$ cat config.mk
export PLATFORM = sky130hd
export DESIGN_NAME = output_bank_flat
export DESIGN_NICKNAME = d
export VERILOG_FILES = /design/src/rtl/output_bank_if.sv /design/src/rtl/output_bank.sv /design/src/flat_wrapper.sv
export SDC_FILE = /design/constraint.sdc
export NUM_CORES = 1
export LEC_CHECK = 0
export BUFFER_PORTS_ARGS = -buffer_cell sky130_fd_sc_hd__buf_2
export CORE_AREA = 3 3 257 259
export DETAILED_ROUTE_END_ITERATION = 16
export DIE_AREA = 0 0 260 262
export GPL_ROUTABILITY_DRIVEN = 0
export PLACE_DENSITY = 0.58
export SLEW_MARGIN = 20
export SYNTH_ARGS = -nofsm -noshare
export SYNTH_HDL_FRONTEND = slang
export SYNTH_SLANG_ARGS = --single-unit
$ cat constraint.sdc
create_clock -name i_clk -period 9.7 [get_ports i_clk]
set_input_delay 0.97 -clock i_clk [delete_from_list [all_inputs] [get_ports i_clk]]
set_output_delay 0.97 -clock i_clk [all_outputs]
set_load 0.03 [all_outputs]
$ cat src/rtl/output_bank_if.sv
// LSU-side bus for the output bank: address, store data/byte enables, strobes and readback.
interface output_bank_if #(
  parameter int DW = 32
);
  logic [31:0]     i_io_addr;
  logic [DW-1:0]   i_st_data;
  logic [DW/8-1:0] i_st_bmask;
  logic            f_io_wren;
  logic            f_io_rden;
  logic [DW-1:0]   o_ld_data;
  logic            o_rd_valid;
  logic            o_addr_err;

  modport master (
    output i_io_addr, i_st_data, i_st_bmask, f_io_wren, f_io_rden,
    input  o_ld_data, o_rd_valid, o_addr_err
  );

  modport slave (
    input  i_io_addr, i_st_data, i_st_bmask, f_io_wren, f_io_rden,
    output o_ld_data, o_rd_valid, o_addr_err
  );
endinterface

$ cat src/rtl/output_bank.sv
// Memory-mapped bank of NUM_CH output channels with byte-masked SET/CLR/TOG aliases,
// one-cycle readback and a prescaler-driven blink overlay on the pins.
module output_bank #(
  parameter int          NUM_CH    = 5,
  parameter int          DW        = 32,
  parameter logic [31:0] BASE_ADDR = 32'h1000_0000,
  parameter int          BLINK_DIV = 25_000_000
) (
  input  logic                 i_clk,
  input  logic                 i_reset,
  output_bank_if.slave         bus,
  output logic [NUM_CH*DW-1:0] b_io_out
);
  localparam int unsigned NB = DW / 8;
  localparam int unsigned CW = $clog2(BLINK_DIV);

  typedef enum logic [2:0] {
    REG_DATA  = 3'd0,
    REG_SET   = 3'd1,
    REG_CLR   = 3'd2,
    REG_TOG   = 3'd3,
    REG_BLINK = 3'd4
  } reg_e;

  logic [DW-1:0] r_data  [NUM_CH];
  logic [DW-1:0] r_blink [NUM_CH];
  logic [CW-1:0] r_cnt;
  logic          r_phase;

  logic [3:0]    w_ch;
  logic [2:0]    w_reg;
  logic          w_hit;
  logic [DW-1:0] w_bmask;
  logic [DW-1:0] w_wbits;
  logic [DW-1:0] w_rd_word;
  logic          w_unused_addr;

  assign w_ch  = bus.i_io_addr[15:12];
  assign w_reg = bus.i_io_addr[4:2];
  assign w_hit = (bus.i_io_addr[31:16] == BASE_ADDR[31:16]) &&
                 (int'({28'd0, w_ch}) < NUM_CH) &&
                 (w_reg <= REG_BLINK);
  assign w_wbits = bus.i_st_data & w_bmask;
  assign w_unused_addr = ^{bus.i_io_addr[11:5], bus.i_io_addr[1:0]};

  always_comb begin
    w_bmask = '0;
    for (int unsigned k = 0; k < NB; k++) begin
      w_bmask[8*k +: 8] = {8{bus.i_st_bmask[k]}};
    end
  end

  // Readback uses pre-edge register values, giving read-before-write ordering.
  always_comb begin
    w_rd_word = '0;
    for (int unsigned c = 0; c < NUM_CH; c++) begin
      if ({28'd0, w_ch} == c) begin
        w_rd_word = (w_reg == REG_BLINK) ? r_blink[c] : r_data[c];
      end
    end
  end

  always_ff @(posedge i_clk) begin
    if (i_reset) begin
      r_cnt          <= '0;
      r_phase        <= 1'b0;
      bus.o_rd_valid <= 1'b0;
      bus.o_ld_data  <= '0;
      bus.o_addr_err <= 1'b0;
      for (int unsigned c = 0; c < NUM_CH; c++) begin
        r_data[c]  <= '0;
        r_blink[c] <= '0;
      end
    end else begin
      if (r_cnt == CW'(BLINK_DIV - 1)) begin
        r_cnt   <= '0;
        r_phase <= ~r_phase;
      end else begin
        r_cnt <= r_cnt + 1'b1;
      end

      bus.o_addr_err <= (bus.f_io_wren | bus.f_io_rden) & ~w_hit;
      bus.o_rd_valid <= bus.f_io_rden & w_hit;
      bus.o_ld_data  <= (bus.f_io_rden & w_hit) ? w_rd_word : '0;

      if (bus.f_io_wren && w_hit) begin
        for (int unsigned c = 0; c < NUM_CH; c++) begin
          if ({28'd0, w_ch} == c) begin
            case (w_reg)
              REG_DATA:  r_data[c]  <= (r_data[c] & ~w_bmask) | w_wbits;
              REG_SET:   r_data[c]  <= r_data[c] | w_wbits;
              REG_CLR:   r_data[c]  <= r_data[c] & ~w_wbits;
              REG_TOG:   r_data[c]  <= r_data[c] ^ w_wbits;
              REG_BLINK: r_blink[c] <= (r_blink[c] & ~w_bmask) | w_wbits;
              default:   ;
            endcase
          end
        end
      end
    end
  end

  always_comb begin
    b_io_out = '0;
    for (int unsigned c = 0; c < NUM_CH; c++) begin
      b_io_out[c*DW +: DW] = r_data[c] ^ (r_blink[c] & {DW{r_phase}});
    end
  end
endmodule
$ cat src/flat_wrapper.sv
// flat-port wrapper written by rule: the top's interface ports become plain ports
module output_bank_flat 
#(
  parameter int          NUM_CH    = 5,
  parameter int          DW        = 32,
  parameter logic [31:0] BASE_ADDR = 32'h1000_0000,
  parameter int          BLINK_DIV = 25_000_000
)
  (i_clk, i_reset, b_io_out, bus_i_io_addr, bus_i_st_data, bus_i_st_bmask, bus_f_io_wren, bus_f_io_rden, bus_o_ld_data, bus_o_rd_valid, bus_o_addr_err);
  output_bank_if #(.DW(DW)) bus_i ();
  input  logic i_clk;
  input  logic i_reset;
  output logic [NUM_CH*DW-1:0] b_io_out;
  input wire logic [$bits(bus_i.i_io_addr)-1:0] bus_i_io_addr;
  input wire logic [$bits(bus_i.i_st_data)-1:0] bus_i_st_data;
  input wire logic [$bits(bus_i.i_st_bmask)-1:0] bus_i_st_bmask;
  input wire logic [$bits(bus_i.f_io_wren)-1:0] bus_f_io_wren;
  input wire logic [$bits(bus_i.f_io_rden)-1:0] bus_f_io_rden;
  output wire logic [$bits(bus_i.o_ld_data)-1:0] bus_o_ld_data;
  output wire logic [$bits(bus_i.o_rd_valid)-1:0] bus_o_rd_valid;
  output wire logic [$bits(bus_i.o_addr_err)-1:0] bus_o_addr_err;
  assign bus_i.i_io_addr = bus_i_io_addr;
  assign bus_i.i_st_data = bus_i_st_data;
  assign bus_i.i_st_bmask = bus_i_st_bmask;
  assign bus_i.f_io_wren = bus_f_io_wren;
  assign bus_i.f_io_rden = bus_f_io_rden;
  assign bus_o_ld_data = bus_i.o_ld_data;
  assign bus_o_rd_valid = bus_i.o_rd_valid;
  assign bus_o_addr_err = bus_i.o_addr_err;
  output_bank #(.NUM_CH(NUM_CH), .DW(DW), .BASE_ADDR(BASE_ADDR), .BLINK_DIV(BLINK_DIV)) u_core (.i_clk(i_clk), .i_reset(i_reset), .bus(bus_i), .b_io_out(b_io_out));
endmodule
==> results summary <==
CTS saw 380 sinks. The final period utilization came out at 50.08%. The time the worst path needs with I/O delays and setup came out at 4.857 ns. The clock tree buffer depth is 3. TritonCTS built the clock tree. During placement, the flow inserted port buffers numbering 256. The final number of max-transition violations is 0. The launch point of the worst hold path is u_core.r_cnt[0]$_SDFF_PP0_. The share of post-route cells with drive strength above 1 is 17.10%. The multi-input combinational cell area is roughly 14000 um^2. The placed wire-length estimate after detailed placement is 62530 um. The placed standard-cell area is 27520 um^2.

In this run the worst path has a maximum fanout of 48. The sum of overflow across all layers after global routing is 0. The post-synthesis net count came out at 2974. The library cell with the highest instance count after synthesis is sky130_fd_sc_hd__nand2_1.

The die covers 68120 um^2. The final design instance area without fill is 29000 um^2. The final-stage net count is 3117.

The critical path class is in -> reg. The clock latency at the later pin of the worst-skew pair is 0.59 ns. CTS built an H-tree with a depth of 2.

The worst setup path is launched from an input port. The number of global-route vias before repair is 22270. The met2 layer wire length in the routed design came out at 44400 um. After the first detailed-routing iteration, the DRC count stood at about 3100. The number of filler cells placed in the layout is 6132.

Yosys printed 0 warnings. The register area came out at about 11000 um^2. The met3 wire length came out at 10130 um. The standard cell core area is 64120 um^2. Counting the buffers created by CTS gives 46. Entering global routing, the biggest net connects 162 pins. In this run the critical register-to-register path is launched from u_core.r_cnt[0]$_SDFF_PP0_. The top-level I/O count is ~270. The average cell area after synthesis came out at a little over 9 um^2. In this run the top signal layer used is met5.

By count the netlist is led by sky130_fd_sc_hd__nand2_1 (448), sky130_fd_sc_hd__edfxtp_1 (320), sky130_fd_sc_hd__a21oi_1 (229), sky130_fd_sc_hd__clkbuf_1 (179), sky130_fd_sc_hd__xnor2_1 (172). Summing every instance area after synthesis gives roughly 25000 um^2. The worst clock skew came out at 0.01234 ns. The most used flip-flop cell after synthesis is sky130_fd_sc_hd__edfxtp_1.

Before antenna repair, the detailed router went through 6 iterations. The routed via count divided by cell count came out at 6.135. The number of antenna violations at the first check in global routing came out at 5. The critical path starts at bus_i_io_addr[2].

At the pin with the least slew margin, the transition time is about 1.2 ns. The buffer cell driving the clock tree root is sky130_fd_sc_hd__clkbuf_16. The global-route usage over all layers is 27.43%. In this run the static leakage power is 0.01008 uW. The detailed-route via count is 23390. The number of nets with antenna violations after detailed routing came out at 0. For this configuration, the core starts out at a cell density of between 30 and 40%. The number of remaining DRC errors came out at 0. Wires add up to slightly below 100000 um. The number of placement rows is 93. For this run, asynchronously set or reset flops after synthesis account for 0%. Setup repair after global routing left no endpoint under its margin.

The synthesized netlist contains 56 unique library cells. STA puts the critical path data required time at 10.00 ns. The tool flagged a number of max-cap violations equal to 0. After synthesis, the cell types taking the most area are sky130_fd_sc_hd__edfxtp_1 (38%), sky130_fd_sc_hd__nand2_1 (6.6%), sky130_fd_sc_hd__ha_1 (6.3%).

The flow ran to the end, and the final reports show no timing, DRC or antenna violations. The wire length per cell is around 25 um. The post-CTS clock slew at the launch and capture registers of the worst setup and hold paths is 0.06 ns.

The final setup violation count came out at 0. The worst relative slew slack came out at 16.85%. The proportion of netlist area held by the largest area contributor is 37.76%. Relative to the synthesized area, the layout overhead comes to 13.95%.

The wire length of the first global-routing pass came out at 141900 um. Sequential elements use a little over two fifths of the synthesized area. Post-CTS timing repair inserted 0 buffers for setup. Measured along the x axis, the die boundary spans 260 um. The count of state elements after synthesis is 380. The quantity of gates resized following cts came out at 0.

In this run the worst hold path is classified as reg -> reg. The number of synthesized flops with an enable pin came out at 320. The accumulated negative setup slack is 0 ns. The number of hold violations in the final report came out at 0. The maximum operating frequency came out at around 210 MHz. The number of buffers added to fix hold violations after cts is 0. For this block, wires on met1 add up to 38520 um. The endpoint arrival time on the critical path is 5.16 ns.

The gate count of the mapped netlist came out at 2773. The y dimension of the die is approximately 260 um. The total power divided by cell area is 139.0 nW/um^2. The maximum vdd ir drop is 0.0001039 V. The synthesized design spends more area on one cell type than any other, namely sky130_fd_sc_hd__edfxtp_1. The sort of element at the end of the critical path is a flip-flop.
[worst max-delay path: stages]
cell	delay, ns
sky130_fd_sc_hd__buf_2	0.08
sky130_fd_sc_hd__buf_4	0.52
sky130_fd_sc_hd__o21ai_0	0.32
sky130_fd_sc_hd__nor4b_2	0.26
sky130_fd_sc_hd__and2_2	0.33
sky130_fd_sc_hd__nand2_2	0.30
sky130_fd_sc_hd__a2111o_2	0.84
sky130_fd_sc_hd__buf_4	0.65
sky130_fd_sc_hd__buf_4	0.67
sky130_fd_sc_hd__a21oi_1	0.10
[kinds of logic after synthesis]
| group | count (synthesis) | synth area share (%) |
|---|---|---|
| buffers and inverters | 282 | 4.499 |
| xor gates and xnor gates | 185 | 6.367 |
| DFF | 380 | 42.48 |
| muxes | 63 | 2.478 |
| AOI/OAI and AO/OA | 842 | 21.38 |
| and+or+nand+nor | 892 | 16.46 |
| adders and majority gates | 129 | 6.343 |
[final timing paths]
path              cells past startpoint  slack [ns]                              endpoint
hold / removal                        1        0.46            u_core.r_cnt[0]$_SDFF_PP0_
hold reg to reg                       1        0.46            u_core.r_cnt[0]$_SDFF_PP0_
setup / recovery                     10        4.84  u_core.r_blink[0][132]$_SDFFCE_PP0P_
setup reg to reg                      7        7.62           u_core.r_cnt[20]$_SDFF_PP0_
[through the flow]
stage | hold WS, ns | instances | setup slack (ns) | power [uW] | utilization [%]
3_5_place_dp | 0.4631 | 3722 | 4.390 | 2331 | 42.92
6_report | 0.4589 | 3812 | 4.843 | 4032 | 45.23
3_3_place_gp | 0.4414 | 3721 | 4.471 | 2319 | 42.85
2_1_floorplan | 0.4297 | 2773 | 5.413 | 2158 | -
4_1_cts | 0.4704 | 3808 | 4.998 | 4044 | 45.19
5_1_grt | 0.4905 | 3810 | 4.711 | 4147 | 45.22
[cell usage in the layout, fill, tap and decap left out, types with 59 or more instances in the layout]
| master | netlist | final |
|---|---|---|
| sky130_fd_sc_hd__nor2_1 | 107 | 106 |
| sky130_fd_sc_hd__dfxtp_1 | 60 | 59 |
| sky130_fd_sc_hd__nand2_1 | 448 | 448 |
| sky130_fd_sc_hd__inv_1 | 71 | 71 |
| sky130_fd_sc_hd__nand2b_1 | 161 | 160 |
| sky130_fd_sc_hd__buf_2 | 3 | 256 |
| sky130_fd_sc_hd__edfxtp_1 | 320 | 320 |
| sky130_fd_sc_hd__mux2i_1 | 63 | 63 |
| sky130_fd_sc_hd__a211oi_1 | 64 | 64 |
| sky130_fd_sc_hd__xnor2_1 | 172 | 172 |
| sky130_fd_sc_hd__o22ai_1 | 99 | 99 |
| sky130_fd_sc_hd__a21oi_2 | 100 | 100 |
| sky130_fd_sc_hd__o211ai_1 | 87 | 87 |
| sky130_fd_sc_hd__ha_1 | 129 | 129 |
| sky130_fd_sc_hd__o21ai_0 | 156 | 156 |
| sky130_fd_sc_hd__a21oi_1 | 229 | 227 |
[layer usage]
metal,up-vias,track usage (%)
met5,-,0
met4,2,11.69
met3,250,5.339
met2,1372,43.46
met1,11390,36.66
li1,10370,-
[cell type report]
cell class              count  share of cell area [%]
multi-input cells        2111                   47.25
clock buffers              62                   4.466
repair buffers            302                   5.747
clock inverters            24                  0.5566
inverters                  75                  0.9708
flip-flops and latches    380                   37.29
diodes                      3                 0.02589
well taps                 855                   3.689
[power breakdown]
part / switching [uW] / internal (uW) / total (uW) / leakage (uW)
registers: 59.1 / 1810 / 1870 / 0.00378
logic: 308 / 126 / 434 / 0.00558
clock network: 737 / 987 / 1720 / 0.000712
[state kept, by name (all words and copies together), names as in the netlist, named ones only]
register,count
u_core.bus.o_addr_err,1
u_core.bus.o_ld_data,32
u_core.bus.o_rd_valid,1
u_core.r_blink,160
u_core.r_cnt,25
u_core.r_data,128
u_core.r_phase,1
No activity file was read; power rests on OpenSTA's default activity.
